<file path="config.mk">
export PLATFORM = sky130hd
export DESIGN_NAME = divisor_shift_sub_8_bits
export DESIGN_NICKNAME = d
export VERILOG_FILES = /design/src/rtl/divisor_shift_sub_8_bits.sv
export SDC_FILE = /design/constraint.sdc
export NUM_CORES = 1
export LEC_CHECK = 0
export CAP_MARGIN = 40
export CORE_MARGIN = 4
export CORE_UTILIZATION = 28
export CTS_CLUSTER_SIZE = 25
export DETAILED_ROUTE_END_ITERATION = 10
export GPL_ROUTABILITY_DRIVEN = 0
export PLACE_DENSITY = 0.58
export RECOVER_POWER = 50
export SYNTH_ARGS = -nofsm -noshare
export SYNTH_HDL_FRONTEND = slang
export SYNTH_SLANG_ARGS = --single-unit
export TNS_END_PERCENT = 5
</file>
<file path="constraint.sdc">
create_clock -name clk -period 2.3 [get_ports clk]
set_input_delay 0.575 -clock clk [delete_from_list [all_inputs] [get_ports clk]]
set_output_delay 0.575 -clock clk [all_outputs]
set_load 0.03 [all_outputs]
</file>
<file path="src/rtl/divisor_shift_sub_8_bits.sv">
// Sequential restoring (shift-subtract) unsigned divider.
// One quotient bit is resolved per clock, MSB first, behind a
// start/busy/done handshake. A zero divisor is flagged immediately
// instead of being iterated.
module divisor_shift_sub_8_bits #(
    parameter int WIDTH = 8
) (
    input  logic             clk,
    input  logic             rst,
    input  logic             start,
    input  logic [WIDTH-1:0] dividend,
    input  logic [WIDTH-1:0] divisor,
    output logic [WIDTH-1:0] quotient,
    output logic [WIDTH-1:0] remainder,
    output logic             busy,
    output logic             done,
    output logic             div_zero
);

    localparam int CNT_W = (WIDTH > 2) ? $clog2(WIDTH) : 1;
    localparam logic [CNT_W-1:0] LAST_STEP = CNT_W'(WIDTH - 1);

    typedef enum logic {
        IDLE,
        CALC
    } state_t;

    state_t           state_reg, state_next;
    logic [WIDTH-1:0] q_reg, q_next;
    logic [WIDTH:0]   r_reg, r_next;
    logic [WIDTH-1:0] d_reg, d_next;
    logic [CNT_W-1:0] cnt_reg, cnt_next;
    logic [WIDTH-1:0] quotient_reg, quotient_next;
    logic [WIDTH-1:0] remainder_reg, remainder_next;
    logic             done_reg, done_next;
    logic             div_zero_reg, div_zero_next;

    // One restoring step: shift the next dividend bit into the partial
    // remainder and keep the subtraction only if it did not borrow.
    logic [WIDTH:0]   shifted;
    logic [WIDTH:0]   trial;
    logic [WIDTH:0]   step_r;
    logic [WIDTH-1:0] step_q;

    // Datapath for a single iteration of the shift-subtract loop
    always_comb begin
        shifted = {r_reg[WIDTH-1:0], q_reg[WIDTH-1]};
        trial   = shifted - {1'b0, d_reg};
        if (!trial[WIDTH]) begin
            step_r = trial;
            step_q = {q_reg[WIDTH-2:0], 1'b1};
        end else begin
            step_r = shifted;
            step_q = {q_reg[WIDTH-2:0], 1'b0};
        end
    end

    // Next-state and next-output logic; results only move at completion
    always_comb begin
        state_next     = state_reg;
        q_next         = q_reg;
        r_next         = r_reg;
        d_next         = d_reg;
        cnt_next       = cnt_reg;
        quotient_next  = quotient_reg;
        remainder_next = remainder_reg;
        div_zero_next  = div_zero_reg;
        done_next      = 1'b0;

        case (state_reg)
            IDLE: begin
                if (start) begin
                    if (divisor != '0) begin
                        d_next     = divisor;
                        q_next     = dividend;
                        r_next     = '0;
                        cnt_next   = '0;
                        state_next = CALC;
                    end else begin
                        // Zero divisor: answer at once without iterating
                        done_next      = 1'b1;
                        div_zero_next  = 1'b1;
                        quotient_next  = '1;
                        remainder_next = dividend;
                    end
                end
            end
            CALC: begin
                q_next   = step_q;
                r_next   = step_r;
                cnt_next = cnt_reg + CNT_W'(1);
                if (cnt_reg == LAST_STEP) begin
                    quotient_next  = step_q;
                    remainder_next = step_r[WIDTH-1:0];
                    div_zero_next  = 1'b0;
                    done_next      = 1'b1;
                    state_next     = IDLE;
                end
            end
            default: state_next = IDLE;
        endcase
    end

    // State and result registers; reset aborts any operation in flight
    always_ff @(posedge clk or posedge rst) begin
        if (rst) begin
            state_reg     <= IDLE;
            q_reg         <= '0;
            r_reg         <= '0;
            d_reg         <= '0;
            cnt_reg       <= '0;
            quotient_reg  <= '0;
            remainder_reg <= '0;
            done_reg      <= 1'b0;
            div_zero_reg  <= 1'b0;
        end else begin
            state_reg     <= state_next;
            q_reg         <= q_next;
            r_reg         <= r_next;
            d_reg         <= d_next;
            cnt_reg       <= cnt_next;
            quotient_reg  <= quotient_next;
            remainder_reg <= remainder_next;
            done_reg      <= done_next;
            div_zero_reg  <= div_zero_next;
        end
    end

    assign busy      = (state_reg == CALC);
    assign done      = done_reg;
    assign div_zero  = div_zero_reg;
    assign quotient  = quotient_reg;
    assign remainder = remainder_reg;

endmodule

</file>
==> flow_summary.json <==
{
  "outcome": "complete, no violations",
  "critPathMaxStageDelay_ps": 440,
  "num_vias": 2155,
  "synthesis.nets": 298,
  "rsz0062_at_grt": "yes",
  "clockBufferDepth": 2,
  "fmax_mhz": 440.8,
  "post_drt_wl_per_cell_um": 14.18,
  "grt-ovfl-total": 0,
  "viasPerCell": 4.821,
  "synth-simple-area-share_pct": 15.48,
  "critPathLaunchType": "flop",
  "slew_violations": 0,
  "cts-root-buf": "clkbuf_8",
  "grt_max_degree": 32,
  "drt_pass1_iterations": 4,
  "setup_tns_ps": 0,
  "synth-compound-area-share_pct": 21.18,
  "synth_edf_count": 0,
  "ys_warn_count": 0,
  "min_path_cells": 2,
  "worst_pin_slew_ps": 747.9,
  "core_area_mm2": 0.008721,
  "clk_pin_slew_ps": 90,
  "nets": 368,
  "finalHoldViolCount": 0,
  "cts_tree": "yes",
  "async_flop_share_pct": 100.0,
  "drtIter0Drc": 99,
  "cp.arrival_ps": 2490,
  "grt_pass1_wl_um": 10290,
  "cts_max_level": 2,
  "synth_top_cell_area_share_pct": 45.95,
  "powerDensity_mw_per_mm2": 1850,
  "crit_type": "reg -> reg",
  "cts_num_sinks": 46,
  "die_w_um": 102.6,
  "die_area_mm2": 0.01052,
  "place_hpwl_um": 4789,
  "yosys-top-cells-area": "dfrtp_1 (46%), ha_1 (5.0%), nor2_1 (4.9%)",
  "critPathSlowestCell": "dfrtp_1",
  "reg2regPathDepth": 8,
  "cp-end-kind": "flop",
  "syn_inst": 268,
  "synth.area.mux_share_pct": 4.645,
  "cap_violations": 0,
  "worstPathCellList": "ha_1, o21a_1, buf_4, o21ai_0, o211ai_4, buf_6, mux2i_2, a221oi_2",
  "ir_drop_v": 0.0005605,
  "ios": 38,
  "synth_xor_area_share_pct": 1.399,
  "syn_avg_cell_area_um2": 9.347,
  "antenna_found_initial": 0,
  "drtAntennaViolNets": 0,
  "p_leak_nw": 1.494,
  "worstSetupPathDepth": 8,
  "cts_buffers": 5,
  "synth_ff_type": "dfrtp_1",
  "drcViolationCount": 0,
  "area.growth.synth_to_final_pct": 35.91,
  "min_path_type": "reg -> reg",
  "cp_max_fo": 4,
  "finalSetupViolCount": 0,
  "diodes": 0,
  "numPortBuffers": 37,
  "drive_gt1_share_pct": 20.65,
  "synth_largest_area_cell": "dfrtp_1",
  "synth_top_family_by_area": "compound AO/OA/AOI/OAI gates",
  "cp_top_family": "compound AO/OA/AOI/OAI gates",
  "yosysSeqAreaShare_pct": 45.95,
  "holdWs_ps": 482.7,
  "start_util_pct": 28.72,
  "insertion_delay_ps": 310,
  "die_y_um": 102.6,
  "path_buf_inv": 2,
  "synth_cell_types": 46,
  "netlist_area_mm2": 0.002505,
  "relSlewSlack_pct": 50.14,
  "fin_crit_sh_pct": 98.64,
  "synthAdderAreaFrac_pct": 5.794,
  "synth-seq-cells": 46,
  "grt_pass1_vias": 2120,
  "total_power_w": 0.006297,
  "period_needed_ps": 2269,
  "grt.total_usage_pct": 12.43,
  "wl_um": 6337,
  "cp.required_ps": 2520,
  "rows": 34,
  "finalClockSkew_ps": 9.895
}
-- final cells by class --
type / instances / area (um2)
Clock buffer: 5 / 68.82
Clock inverter: 3 / 43.79
Fill cell: 885 / 5316
Inverter: 18 / 67.56
Multi-Input combinational cell: 190 / 1272
Sequential cell: 46 / 1151
Tap cell: 108 / 135.1
Timing Repair Buffer: 77 / 665.6
-- report_power, final --
part / internal [W] / switching (W)
combinational: 0.00204 / 0.00217
sequential: 0.00123 / 0.000242
clock: 0.000326 / 0.000285
total: 0.00360 / 0.00270
-- timing repair --
item / in CTS / in global routing
hold buffers: 0 / 0
endpoints found under the setup margin: 7 / 16
pin swaps: 7 / 7
buffers inserted: 2 / 1
gates resized for setup: 4 / 11
-- per-stage QoR --
step	utilization [%]	instance area, um2	setup WS (ps)	std cells
6_report	39.04	3405	31.25	447
5_1_grt	39.04	3405	-75.77	447
4_1_cts	38.72	3377	2.727	446
3_5_place_dp	37.06	3232	-90.46	436
3_3_place_gp	37.06	3232	-107.1	436
2_1_floorplan	-	2507	13.05	268
-- cell families after synthesis --
kind of cell | after synthesis
AOI/OAI and AO/OA | 76
xor gates and xnor gates | 4
adders and majority gates | 11
buffers and inverters | 32
DFF | 46
muxes | 11
and+or+nand+nor | 88
-- synth_stat cells (2+ instances only) --
cell / number
mux2_2: 5
o211ai_1: 3
clkbuf_1: 10
nor2_1: 33
nand3_1: 4
dfrtp_1: 46
nand2b_1: 3
a211oi_1: 5
a221oi_1: 5
inv_1: 17
o22ai_1: 6
a21oi_1: 12
ha_1: 10
or4_1: 3
o311ai_0: 2
o21a_1: 2
xor2_1: 4
mux2i_1: 6
nor3_1: 4
nor4_1: 3
nand2_1: 31
a21o_2: 2
o21ai_0: 20
nand3b_1: 2
a31oi_1: 8
o211a_1: 2
-- cell usage in the layout, fill, tap and decap left out, drive strengths merged, types with 6 or more instances in the layout --
cell           synthesis  final
o21ai                 20     20
dfrtp                 46     46
nor2                  33     33
buf                    2     37
inv                   17     18
mux2i                  6      6
a21oi                 12     12
a211oi                 6      6
o22ai                  6      6
ha                    10     10
nand2                 31     31
a31oi                  8      8
clkdlybuf4s50          0     35
clkbuf                12      8
-- path summary, 6_finish.rpt --
| path | from | endpoint | slack, ps |
|---|---|---|---|
| min in group asynchronous | rst | quotient[0]$_DFFE_PP0P_ | 820 |
| max in group asynchronous | rst | r_reg[0]$_DFFE_PP0P_ | 280 |
| hold reg to reg | div_zero$_DFFE_PP0P_ | div_zero$_DFFE_PP0P_ | 480 |
| setup reg to reg | r_reg[5]$_DFFE_PP0P_ | remainder[3]$_DFFE_PP0P_ | 30 |
| hold / removal | div_zero$_DFFE_PP0P_ | div_zero$_DFFE_PP0P_ | 480 |
| setup / recovery | r_reg[5]$_DFFE_PP0P_ | remainder[3]$_DFFE_PP0P_ | 30 |
-- tightest hold or removal path: stages (launching register included) --
cell and delay [ps]:
dfrtp_1 350, nand2_1 50, nand2_1 50
-- per-layer routing --
layer / routed length, um / vias up / GRT usage, %
met3: 288 / 9 / 2.571
met1: 3097 / 1019 / 17.47
met4: 66 / 0 / 3.330
met5: 0 / - / 0
li1: - / 1092 / -
met2: 2884 / 35 / 19.46
(Power assumes the default switching activity.)
==> RTL edit 1: new RTL, same flow settings <==
Reset style: synchronous (`rst`), changed in one clocked block.
--- a/src/rtl/divisor_shift_sub_8_bits.sv
+++ b/src/rtl/divisor_shift_sub_8_bits.sv
@@ -102,7 +102,7 @@
     end
 
     // State and result registers; reset aborts any operation in flight
-    always_ff @(posedge clk or posedge rst) begin
+    always_ff @(posedge clk) begin
         if (rst) begin
             state_reg     <= IDLE;
             q_reg         <= '0;
Function: differs if rst is asserted again (counterexample within 4 cycles, from zero or initial values and one cycle with rst high); with rst held inactive, the same outputs for 10 cycles.
==> RTL edit 1 against the unedited design <==
First-iteration DRC count is 17% lower. Synthesized cell count grew 1.9%. Wire length down 2.5%. Fmax rose by 1.8%. Cell area fell by 8.0%. Sequential cell count did not move. Global-route usage hardly changed. Worst setup slack improved by 0.041 ns. Area after synthesis shrank 5.6%.
Power is not compared: it rests on default switching activity, and its combinational part moved more than twofold at a synthesized area within 25%.
==> RTL edit 1: results (changes against the unedited design) <==
{
  "run_status": "completed",
  "grt_usage": {"value": 12.4, "unit": "%", "change": "about the same"},
  "slew_headroom": {"value": 72.9, "unit": "%", "change": "+23 points"},
  "cts_inserted_buffers": {"value": 5, "change": "unchanged"},
  "worst_path_max_delay_cell": "fa_2",
  "gate_family_responsible_for_the_most_delay_along_the_worst_path": "compound AO/OA/AOI/OAI gates",
  "post_synth_main_area_contributors": "dfxtp_1, nor2_1, ha_1",
  "nNetsFinal": {"value": 352, "change": "-4.3%"},
  "htree_num_levels": {"value": 2, "change": "unchanged"},
  "detail_route.wl_per_cell": {"value": 14.4, "unit": "um", "change": "+1.8%"},
  "vias_per_cell": {"value": 5.07, "change": "+5.1%"},
  "worst_setup_hold_path_clk_slew_ns": 0.10,
  "grt_first_pass_wirelength": {"value": 10000, "unit": "um", "change": "-2.6%"},
  "met2_resource_use_gr": {"value": 20.4, "unit": "%", "change": "+0.96 points"},
  "grt_util_met1": {"value": 16.1, "unit": "%", "change": "-1.3 points"},
  "skew": {"value": 0.00565, "unit": "ns", "change": "-0.00425 ns"},
  "drt-initial-drc-count": {"value": 82, "change": "-17%"},
  "max-vdd-ir-drop_uv": 281,
  "p_leak_nw": 1.21,
  "most_common_library_cells_after_synthesis": "dfxtp_1, nor2_1, a21oi_1",
  "io_buffers": {"value": 37, "change": "unchanged"},
  "synth_nets": {"value": 303, "change": "+1.7%"},
  "synth_sequential_area_ratio": {"value": 38.9, "unit": "%", "change": "-7.0 points"},
  "ctsLongestPathBuffers": {"value": 2, "change": "unchanged"},
  "cts_repair_resize_count": {"value": 1, "change": "-3"},
  "detailedRoute.firstPassIterationCount": {"value": 4, "change": "unchanged"},
  "synthArstFlopShare": {"value": 0, "unit": "%", "change": "-100 points"},
  "timing.hold.worst.class": "flip-flop to flip-flop",
  "avgSynthCellArea": {"value": 8.66, "unit": "um^2", "change": "-7.3%"},
  "worst-endpoint-arrival": {"value": 2.47, "unit": "ns", "change": "-0.02 ns"},
  "synth_cell_types": {"value": 47, "change": "+2.2%"},
  "grt_pass1_vias": {"value": 2076, "change": "-2.1%"},
  "grt_met3_use": {"value": 2.50, "unit": "%", "change": "-0.069 points"},
  "layout-drive-gt1-share": {"value": 16.7, "unit": "%", "change": "-3.9 points"},
  "cts-root-buf": "clkbuf_8",
  "power.share.switching_pct": 33.6,
  "yosys_warnings": {"value": 0, "change": "unchanged"},
  "antenna-diode-count": {"value": 0, "change": "unchanged"},
  "cp_slowest_stage_delay": {"value": 0.42, "unit": "ns", "change": "-0.02 ns"},
  "dp_hpwl": {"value": 4620, "unit": "um", "change": "-3.5%"},
  "synth_flop_type": "dfxtp_1",
  "grt_max_degree": {"value": 32, "change": "unchanged"},
  "grt_antenna_before_repair": {"value": 0, "change": "unchanged"},
  "insertion_delay_ns": 0.30,
  "crit_path_max_fanout": {"value": 5, "change": "+1"},
  "post_cts_buffers": {"value": 0, "change": "-2"}
}
==> RTL edit 1: cell type report <==
cell class	instances	area (um^2)
multi-input combinational	199	1390
sequential	46	923
inverter	12	45.0
clock buffer	5	68.8
clock inverter	3	23.8
timing repair buffer	58	547
fill	836	5080
tap	105	131
==> RTL edit 1: path summary, 6_finish.rpt <==
check	depth (start not counted)	slack (ns)	end	start
worst max-delay path	10	0.07	r_reg[5]	q_reg[7]
worst min-delay path	2	0.47	div_zero	div_zero
worst max register to register	10	0.07	r_reg[5]	q_reg[7]
worst min register to register	2	0.47	div_zero	div_zero
==> RTL edit 1: stage by stage <==
stage	cell area, um^2	worst slack [ns]	hold WS, ns	utilization [%]	cells
2_1_floorplan	2360	0.189	0.449	-	273
3_5_place_dp	2960	-0.113	0.454	36.0	417
6_report	3130	0.0720	0.469	38.1	428
3_3_place_gp	2960	-0.0505	0.444	36.0	417
5_1_grt	3130	-0.0442	0.508	38.1	428
4_1_cts	3060	0.00747	0.471	37.2	425
==> RTL edit 1: cells by family (layout without fill, tap and decap cells) <==
group,Yosys count,after routing,synth area share (%)
AO/OA/AOI/OAI,91,91,27.1
XOR/XNOR,4,4,1.48
adder cells (fa/ha/maj),11,11,6.14
buffers and inverters,28,78,5.08
flip-flops,46,46,38.9
multiplexers,5,5,2.17
AND/OR/NAND/NOR,88,88,19.1
==> RTL edit 1: power by group through the flow <==
stage          Clock, W  Combinational (W)  Sequential [W]
2_1_floorplan         0           0.000397        0.000879
3_3_place_gp          0           0.000568        0.000884
3_5_place_dp          0           0.000580        0.000886
4_1_cts        0.000540           0.000584        0.000867
5_1_grt        0.000574           0.000729        0.000874
6_report       0.000519           0.000668        0.000869
==> RTL edit 1: layer usage <==
layer	wire [um]	part of all wire, %
met5	0	0
met2	3030	49
met4	149	2.4
met1	2810	45
met3	192	3.1
==> RTL edit 2: new RTL, same settings <==
Without the edit above. Change the parameter `WIDTH` from 8 to 4.
--- a/src/rtl/divisor_shift_sub_8_bits.sv
+++ b/src/rtl/divisor_shift_sub_8_bits.sv
@@ -3,7 +3,7 @@
 // start/busy/done handshake. A zero divisor is flagged immediately
 // instead of being iterated.
 module divisor_shift_sub_8_bits #(
-    parameter int WIDTH = 8
+    parameter int WIDTH = 4
 ) (
     input  logic             clk,
     input  logic             rst,
Ports: changed (resized dividend, divisor, quotient and remainder); port bits go from 38 to 22. No check against the original RTL was run, so the function may have changed too.
==> RTL edit 2 against the unedited design <==
Worst setup slack improved by 0.086 ns. Cell count fell by 52%. Total power shrank 58%. Non-clock buffer count decreased by 48. Area after synthesis shrank 47%. Sequential share of layout area grew 3.3 points. First-iteration DRC count down 43%. Combinational power is 63% lower. Wire length down 53%. Sequential cell count decreased by 21. Global-route usage down 2.3 points. Cell area down 50%.
==> RTL edit 2: results (changes against the unedited design) <==
{
  "timing_worst_slew_pin_value": {"value": 1.36, "unit": "ns", "change": "+0.612 ns"},
  "crit_path_max_fanout": {"value": 8, "change": "+4"},
  "detail_route.wl_per_cell": {"value": 13.9, "unit": "um", "change": "-1.9%"},
  "pwr_density_cell": {"value": 1580, "unit": "nW/um^2", "change": "-15%"},
  "ys_ff_latch": {"value": 25, "change": "-46%"},
  "post_cts_buffers": {"value": 0, "change": "-2"},
  "synth_sequential_area_ratio": {"value": 46.7, "unit": "%", "change": "+0.77 points"},
  "grt_usage": {"value": 10.2, "unit": "%", "change": "-2.3 points"},
  "dp_cells": {"value": 209, "change": "-52%"},
  "multi_input_combinational_area_share": {"value": 38.5, "unit": "%", "change": "+1.2 points"},
  "via_count": {"value": 1065, "change": "-51%"},
  "nNetsFinal": {"value": 179, "change": "-51%"},
  "vias_per_cell": {"value": 5.00, "change": "+3.7%"},
  "post_synth_main_area_contributors": "dfrtp_1, o21ai_0, nand2_1",
  "cp_slowest_stage_delay": {"value": 0.59, "unit": "ns", "change": "+0.15 ns"},
  "most_common_library_cells_after_synthesis": "dfrtp_1, nand2_1, o21ai_0",
  "layout.comb_gates.multi_input": {"value": 95, "change": "-50%"},
  "met2_resource_use_gr": {"value": 16.1, "unit": "%", "change": "-3.3 points"},
  "synth_fa_ha_area_share": {"value": 6.17, "unit": "%", "change": "+0.37 points"},
  "layout-drive-gt1-share": {"value": 14.3, "unit": "%", "change": "-6.4 points"},
  "synth_xor_xnor_area_share": {"value": 1.96, "unit": "%", "change": "+0.56 points"},
  "run_status": "completed",
  "gate_family_responsible_for_the_most_delay_along_the_worst_path": "simple AND/OR/NAND/NOR gates",
  "placedInstanceArea": {"value": 1640, "unit": "um^2", "change": "-49%"},
  "max-vdd-ir-drop": {"value": 384, "unit": "uV", "change": "-32%"},
  "synth_nets": {"value": 150, "change": "-50%"},
  "dp_slack": {"value": -0.0205, "unit": "ns", "change": "+0.0699 ns"},
  "bufs_w_o_clock": {"value": 29, "change": "-62%"},
  "synth_cells": {"value": 133, "change": "-50%"},
  "seq_area": {"value": 626, "unit": "um^2", "change": "-46%"},
  "power.share.switching": {"value": 44.1, "unit": "%", "change": "+1.3 points"},
  "comb-power": {"value": 0.00157, "unit": "W", "change": "-63%"},
  "dp_hpwl": {"value": 2220, "unit": "um", "change": "-54%"},
  "synthToLayoutAreaGrowth_pct": 26.1,
  "grt_first_pass_wirelength": {"value": 4900, "unit": "um", "change": "-52%"}
}
[RTL edit 2: changes by cell type in the layout (fill, tap and decap cells not counted), sizes merged, moves of 6 or more]
| cell | unedited run | this run |
|---|---|---|
| a211oi | 6 | 0 |
| a21oi | 12 | 5 |
| a31oi | 8 | 1 |
| buf | 37 | 6 |
| clkdlybuf4s50 | 35 | 19 |
| dfrtp | 46 | 25 |
| inv | 18 | 9 |
| nand2 | 31 | 18 |
| nor2 | 33 | 8 |
[RTL edit 2: worst paths after layout]
kind,startpoint,to,slack (ns),depth (start not counted)
min reg2reg,cnt_reg[0],cnt_reg[0],0.49,1
min,cnt_reg[0],cnt_reg[0],0.49,1
min in group asynchronous,rst,done,1.19,3
max reg2reg,q_reg[3],remainder[3],0.13,8
max,divisor[3],q_reg[3],0.12,5
max in group asynchronous,rst,d_reg[2],0.30,3
[RTL edit 2: repair_timing]
action                     in CTS  in global routing
setup endpoints to repair       0                  4
hold buffers                    0                  0
gates resized for setup         0                  1
